[config.mk]
export PLATFORM = sky130hd
export DESIGN_NAME = mtr_cmd_shaper
export DESIGN_NICKNAME = d
export VERILOG_FILES = /design/src/rtl/mtr_cmd_shaper.sv
export SDC_FILE = /design/constraint.sdc
export NUM_CORES = 1
export LEC_CHECK = 0
export CAP_MARGIN = 0
export CORE_ASPECT_RATIO = 2
export CORE_MARGIN = 2
export CORE_UTILIZATION = 40
export DETAILED_ROUTE_END_ITERATION = 7
export GPL_TIMING_DRIVEN = 1
export PLACE_DENSITY_LB_ADDON = 0.12
export SLEW_MARGIN = 20
export SYNTH_ARGS = -nofsm -noshare
export SYNTH_HDL_FRONTEND = slang
export SYNTH_SLANG_ARGS = --single-unit
[constraint.sdc]
create_clock -name clk -period 3.6 [get_ports clk]
set_clock_uncertainty 0.15 [all_clocks]
set_input_delay 0.36 -clock clk [delete_from_list [all_inputs] [get_ports clk]]
set_output_delay 0.36 -clock clk [all_outputs]
set_load 0.02 [all_outputs]
[src/rtl/mtr_cmd_shaper.sv]
// rtl/mtr_cmd_shaper.sv - saturating, slew-limited motor command shaper with watchdog ramp-down
//
// Purpose: clamps the raw signed left/right commands to +/-SAT, limits each
// output update to SLEW, gates everything on rider power-up and ramps both
// outputs to zero (one step every STOP_DIV cycles) when power drops or the
// controller stops sending samples for WD_CYC cycles.
//
// Ports:
//   clk      in   system clock, rising edge
//   rst_n    in   asynchronous active-low reset
//   vld      in   one-cycle strobe qualifying lft_cmd/rht_cmd
//   lft_cmd  in   [15:0] signed raw left command
//   rht_cmd  in   [15:0] signed raw right command
//   pwr_up   in   rider present, motors enabled (level)
//   lft_out  out  [15:0] signed shaped left output (registered)
//   rht_out  out  [15:0] signed shaped right output (registered)
//   out_vld  out  one-cycle pulse when new output values first appear
//   sat      out  last accepted sample was clamped on either side
//   stale    out  watchdog tripped; sticky until the next entry to RUN

module mtr_cmd_shaper #(
    parameter logic [15:0] SAT      = 16'h3FFF,
    parameter logic [15:0] SLEW     = 16'h0200,
    parameter int unsigned STOP_DIV = 1024,
    parameter int unsigned WD_CYC   = 1_000_000
) (
    input  logic               clk,
    input  logic               rst_n,
    input  logic               vld,
    input  logic signed [15:0] lft_cmd,
    input  logic signed [15:0] rht_cmd,
    input  logic               pwr_up,
    output logic signed [15:0] lft_out,
    output logic signed [15:0] rht_out,
    output logic               out_vld,
    output logic               sat,
    output logic               stale
);

    localparam int unsigned DIV_W = (STOP_DIV > 1) ? $clog2(STOP_DIV) : 1;

    localparam logic signed [15:0] SAT_S    = SAT;
    localparam logic signed [15:0] NSAT_S   = -SAT_S;
    localparam logic signed [15:0] SLEW_S   = SLEW;
    localparam logic signed [16:0] SLEW_X   = {1'b0, SLEW};
    localparam logic signed [16:0] NSLEW_X  = -SLEW_X;
    localparam logic [23:0]        WD_LAST  = 24'(WD_CYC - 1);
    localparam logic [DIV_W-1:0]   DIV_LAST = DIV_W'(STOP_DIV - 1);

    typedef enum logic [1:0] {
        ST_IDLE = 2'd0,
        ST_RUN  = 2'd1,
        ST_STOP = 2'd2
    } state_t;

    state_t             state_q, state_d;
    logic signed [15:0] lft_q, lft_d;
    logic signed [15:0] rht_q, rht_d;
    logic               out_vld_q, out_vld_d;
    logic               sat_q, sat_d;
    logic               stale_q, stale_d;
    logic [23:0]        wd_q, wd_d;
    logic [DIV_W-1:0]   div_q, div_d;

    logic signed [15:0] lft_tgt, rht_tgt;
    logic               lft_clamped, rht_clamped;

    function automatic logic signed [15:0] clamp(input logic signed [15:0] cmd);
        if (cmd > SAT_S) begin
            clamp = SAT_S;
        end else if (cmd < NSAT_S) begin
            clamp = NSAT_S;
        end else begin
            clamp = cmd;
        end
    endfunction

    // The difference is formed in 17 bits so a full-scale swing cannot wrap.
    // Because cur and tgt both sit inside +/-SAT, the +/-SLEW moves only
    // happen when the target is further away, so they cannot overflow.
    function automatic logic signed [15:0] slew_step(input logic signed [15:0] tgt,
                                                     input logic signed [15:0] cur);
        logic signed [16:0] d;
        d = {tgt[15], tgt} - {cur[15], cur};
        if (d > SLEW_X) begin
            slew_step = cur + SLEW_S;
        end else if (d < NSLEW_X) begin
            slew_step = cur - SLEW_S;
        end else begin
            slew_step = tgt;
        end
    endfunction

    always_comb begin
        lft_tgt     = clamp(lft_cmd);
        rht_tgt     = clamp(rht_cmd);
        lft_clamped = (lft_tgt != lft_cmd);
        rht_clamped = (rht_tgt != rht_cmd);
    end

    always_comb begin
        state_d   = state_q;
        lft_d     = lft_q;
        rht_d     = rht_q;
        out_vld_d = 1'b0;
        sat_d     = sat_q;
        stale_d   = stale_q;
        wd_d      = wd_q;
        div_d     = div_q;

        case (state_q)
            ST_IDLE: begin
                lft_d = '0;
                rht_d = '0;
                wd_d  = '0;
                div_d = '0;
                if (pwr_up) begin
                    state_d = ST_RUN;
                    stale_d = 1'b0;
                end
            end

            ST_RUN: begin
                div_d = '0;
                // A power drop discards any sample arriving in the same cycle.
                if (!pwr_up) begin
                    state_d = ST_STOP;
                end else if (vld) begin
                    lft_d     = slew_step(lft_tgt, lft_q);
                    rht_d     = slew_step(rht_tgt, rht_q);
                    sat_d     = lft_clamped | rht_clamped;
                    out_vld_d = 1'b1;
                    wd_d      = '0;
                end else if (wd_q == WD_LAST) begin
                    stale_d = 1'b1;
                    state_d = ST_STOP;
                end else begin
                    wd_d = wd_q + 24'd1;
                end
            end

            ST_STOP: begin
                if ((lft_q == '0) && (rht_q == '0)) begin
                    state_d = ST_IDLE;
                end else if (div_q == DIV_LAST) begin
                    lft_d     = slew_step('0, lft_q);
                    rht_d     = slew_step('0, rht_q);
                    out_vld_d = 1'b1;
                    div_d     = '0;
                end else begin
                    div_d = div_q + 1'b1;
                end
            end

            default: begin
                state_d = ST_IDLE;
            end
        endcase
    end

    always_ff @(posedge clk or negedge rst_n) begin
        if (!rst_n) begin
            state_q   <= ST_IDLE;
            lft_q     <= '0;
            rht_q     <= '0;
            out_vld_q <= 1'b0;
            sat_q     <= 1'b0;
            stale_q   <= 1'b0;
            wd_q      <= '0;
            div_q     <= '0;
        end else begin
            state_q   <= state_d;
            lft_q     <= lft_d;
            rht_q     <= rht_d;
            out_vld_q <= out_vld_d;
            sat_q     <= sat_d;
            stale_q   <= stale_d;
            wd_q      <= wd_d;
            div_q     <= div_d;
        end
    end

    assign lft_out = lft_q;
    assign rht_out = rht_q;
    assign out_vld = out_vld_q;
    assign sat     = sat_q;
    assign stale   = stale_q;

endmodule

==> summary.md <==
| Metric | Value |
|---|---|
| Final setup viols | 32 |
| CP Launch Type | primary input |
| Yosys reg bits | between 70 and 80 |
| Fill cells | 1625 |
| Max IR drop VDD | 0.0004512 V |
| Proportion of layout cells with a drive suffix above 1 | 32.79% |
| WP buf/inv | 5 |
| Core Region | roughly 18000 µm² |
| Yosys warning total | 0 |
| Die Y | 193.5 µm |
| Crit-path cells | buf_6 > or4_4 > nor4_4 > nand4_1 > o21bai_1 > ha_1 > nor3_4 > ha_2 > inv_2 > fa_2 > a21o_1 > a221o_1 > and3_4 > or4_4 > a221oi_2 > nand4_1 > nor2_2 > buf_4 > o311ai_4 > buf_6 > buf_16 > nand2_1 > o31ai_2 |
| Vias per cell | around 5.9 |
| Wire length per cell | 18.42 µm |
| Power per cell area | a little under 700 nW/µm² |
| Root buf cell | clkbuf_16 |
| Setup WS pre-CTS | -2.204 ns |
| Final hold vios | 2 |
| Synth top area cells | dfrtp_1 (25%), ha_1 (8.2%), a21oi_1 (4.3%), nand2_1 (4.1%), nor2_1 (3.7%) |
| DR vias | approximately 8500 |
| Crit-path max FO | 9 |
| Unique masters post-synth | 82 |
| Max Cap Viol | 0 |
| First-pass GRT wire length | 42.09 mm |
| Fin worst setup slack | -1.473 ns |
| Die area | 19120 µm² |
| # nets final | 1315 |
| Vias in the first global route | 8568 |
| Hold/Removal Path Class | in2async |
| Primary FF master, synth | dfrtp_1 |
| Routed WL | between 20 and 30 mm |
| First drt pass iteration count | 5 |
| Post-synth EDFFs | 0 |
| CTS buffer count | 9 |
| DP HPWL | 20.80 mm |
| Largest net degree at the start of global routing | 72 |
| ANT cells | 0 |
| Grt ovf | 0 |
| CP Class | in2reg |
| Starting DRC count in detailed routing | about 380 |
| Minimum clock period | around 5.1 ns |
| Cell family with most CP delay | simple AND/OR/NAND/NOR gates |
| Worst stage delay on the critical path | 0.54 ns |
| Hold_buf cts | 0 |
| Crit share post-route | 140.9% |
| Worst-Margin Slew | roughly 0.99 ns |
| FFs w/ async S/R, synth | 100.0% |
| # DRC | 0 |
| Status | finished, violations left |
| Critical Path RT | 3.69 ns |
| CTS Sinks | 71 |
| Sequential-to-total area share from yosys stat | 24.73% |
| I/O pins | 71 |
| Post-Synthesis Cell Area | 7186 µm² |
| CTS clock-pin slew for the worst setup and hold paths | 0.07 ns |
| CP endpoint kind | flip-flop |
| Final Total Pwr | 7.526 mW |
| All-Layer GR Usage | 27.38% |
| GPL Wtd Cong | 0.9670 |
| Worst hold slack | -0.008488 ns |
| F_max | 197.1 MHz |
| Port Buf Inserts | 70 |
| Slew Limit Headroom | 34.32% |
| Cell type with the highest aggregate area in the netlist | dfrtp_1 |
| Violated checks | hold timing, setup timing |
| Initial Utilization | 40.60% |
| Die extent in x | 98.78 µm |
| RSZ-0062 raised after global routing | true |
| CTS tree | yes |
| Syn-to-layout area delta | 50.67% |
| Max Root-Sink Buffers | 2 |
| Area fraction of the dominant cell type after synthesis | 24.73% |
| Fin. max-slew vios | 0 |
| Critical-path top delay cell | or4_4 |
| Initial antenna violation count | 0 |
| Final ANT Viol Nets | 0 |
| Arr. time, crit path | 5.16 ns |
| Clk Latency, worst-skew pair | 0.35 ns |
| Syn avg cell area | 7.760 µm² |
| Net Count, Synth | a little over 1000 |
| P_leak | 4.921 nW |
| Rows | 69 |
| H-tree Lvls | 3 |
| Cells after Synth | 926 |
cells in the final DEF, fill, tap and decap left out, drive strengths merged, types with 7 or more instances in the layout:
master / n
buf: 275
nand2: 78
nor2: 72
inv: 72
dfrtp: 71
a21oi: 62
o21ai: 57
clkdlybuf4s50: 49
ha: 47
nand3: 34
a21o: 29
nor3: 29
xnor2: 27
nand4: 23
and3: 23
xor2: 22
o31ai: 17
nand2b: 16
nor2b: 15
a31oi: 15
nor4: 13
or3: 11
o2bb2ai: 10
mux2i: 9
clkbuf: 9
a31o: 8
a221o: 7
o211ai: 7
or4: 7
or2: 7
stage by stage:
step / TNS, ns / std cells / hold slack (ns) / utilization (%) / cell area, µm²
final: -42.38 / 1448 / -0.008488 / 61.17 / 10830
after floorplan: -35.11 / 926 / -0.08559 / - / 7358
after global routing: -47.99 / 1448 / 0.09190 / 61.17 / 10830
after CTS: -46.08 / 1439 / 0.05796 / 59.62 / 10550
after global placement: -62.20 / 1407 / 0.3204 / 56.18 / 9942
after detailed placement: -64.28 / 1407 / 0.3342 / 56.18 / 9942
final timing paths:
path	startpoint	endpoint	slack, ns	cells after the start
setup / recovery	rht_cmd[1]	rht_out[7]	-1.47	23
hold / removal	rst_n	wd_q[14]	-0.008	1
setup reg to reg	lft_out[0]	lft_out[11]	-0.39	15
hold reg to reg	sat	sat	0.35	2
max in group asynchronous	rst_n	lft_out[1]	2.64	1
min in group clk	lft_cmd[4]	lft_out[4]	0.31	4
cells in the mapped netlist, drive strengths merged, types with 27 or more instances:
| master | instances |
|---|---|
| ha | 47 |
| dfrtp | 71 |
| nand3 | 34 |
| a21oi | 62 |
| nor3 | 29 |
| nand2 | 78 |
| a21o | 29 |
| nor2 | 72 |
| xnor2 | 27 |
| inv | 68 |
| o21ai | 57 |
| clkbuf | 34 |
sequential cells by signal, indices dropped and copies added, names as in the netlist:
signal   cells
wd_q        24
sat          1
stale        1
rht_out     16
out_vld      1
div_q       10
state_q      2
lft_out     16
cell families (layout without fill, tap and decap cells):
group / Yosys count / in the layout / share of synthesized area, %
AND/OR/NAND/NOR: 348 / 349 / 25.27
AO/OA/AOI/OAI: 285 / 285 / 27.15
buffers and inverters: 109 / 417 / 5.955
flip-flops: 71 / 71 / 24.73
adder cells (fa/ha/maj): 49 / 49 / 8.741
XOR/XNOR: 49 / 49 / 5.972
multiplexers: 15 / 15 / 2.194
power by group:
part	total, mW	switching, mW	leakage (nW)	internal (mW)
registers	0.994	0.0941	0.977	0.899
clock network	0.902	0.419	0.136	0.483
logic	5.63	3.07	3.81	2.56
total	7.53	3.59	4.92	3.94
area by class of cell:
class / count / area (µm²) / share of cell area (%)
Tap cell: 213 / 266.5 / 2.462
Inverter: 70 / 267.8 / 2.473
Timing Repair Buffer: 331 / 2734 / 25.25
Multi-Input combinational cell: 747 / 5493 / 50.73
Clock buffer: 9 / 225.2 / 2.080
Sequential cell: 71 / 1777 / 16.41
Clock inverter: 7 / 63.81 / 0.5894
per-layer routing:
layer | global-route usage [%] | vias up | wire length, µm
li1 | - | 4057 | -
met1 | 25.41 | 4094 | 9015
met2 | 53.43 | 253 | 14970
met3 | 3.179 | 117 | 783
met4 | 18.21 | 0 | 1900
met5 | 0 | - | 0
what timing repair did:
action	in CTS	in global routing
gates cloned	3	0
endpoints found under the hold margin	0	0
resized for setup	111	42
buffers inserted	15	12
pin swaps	57	38
setup endpoints to repair	32	32
No activity file was read; power rests on OpenSTA's default activity.
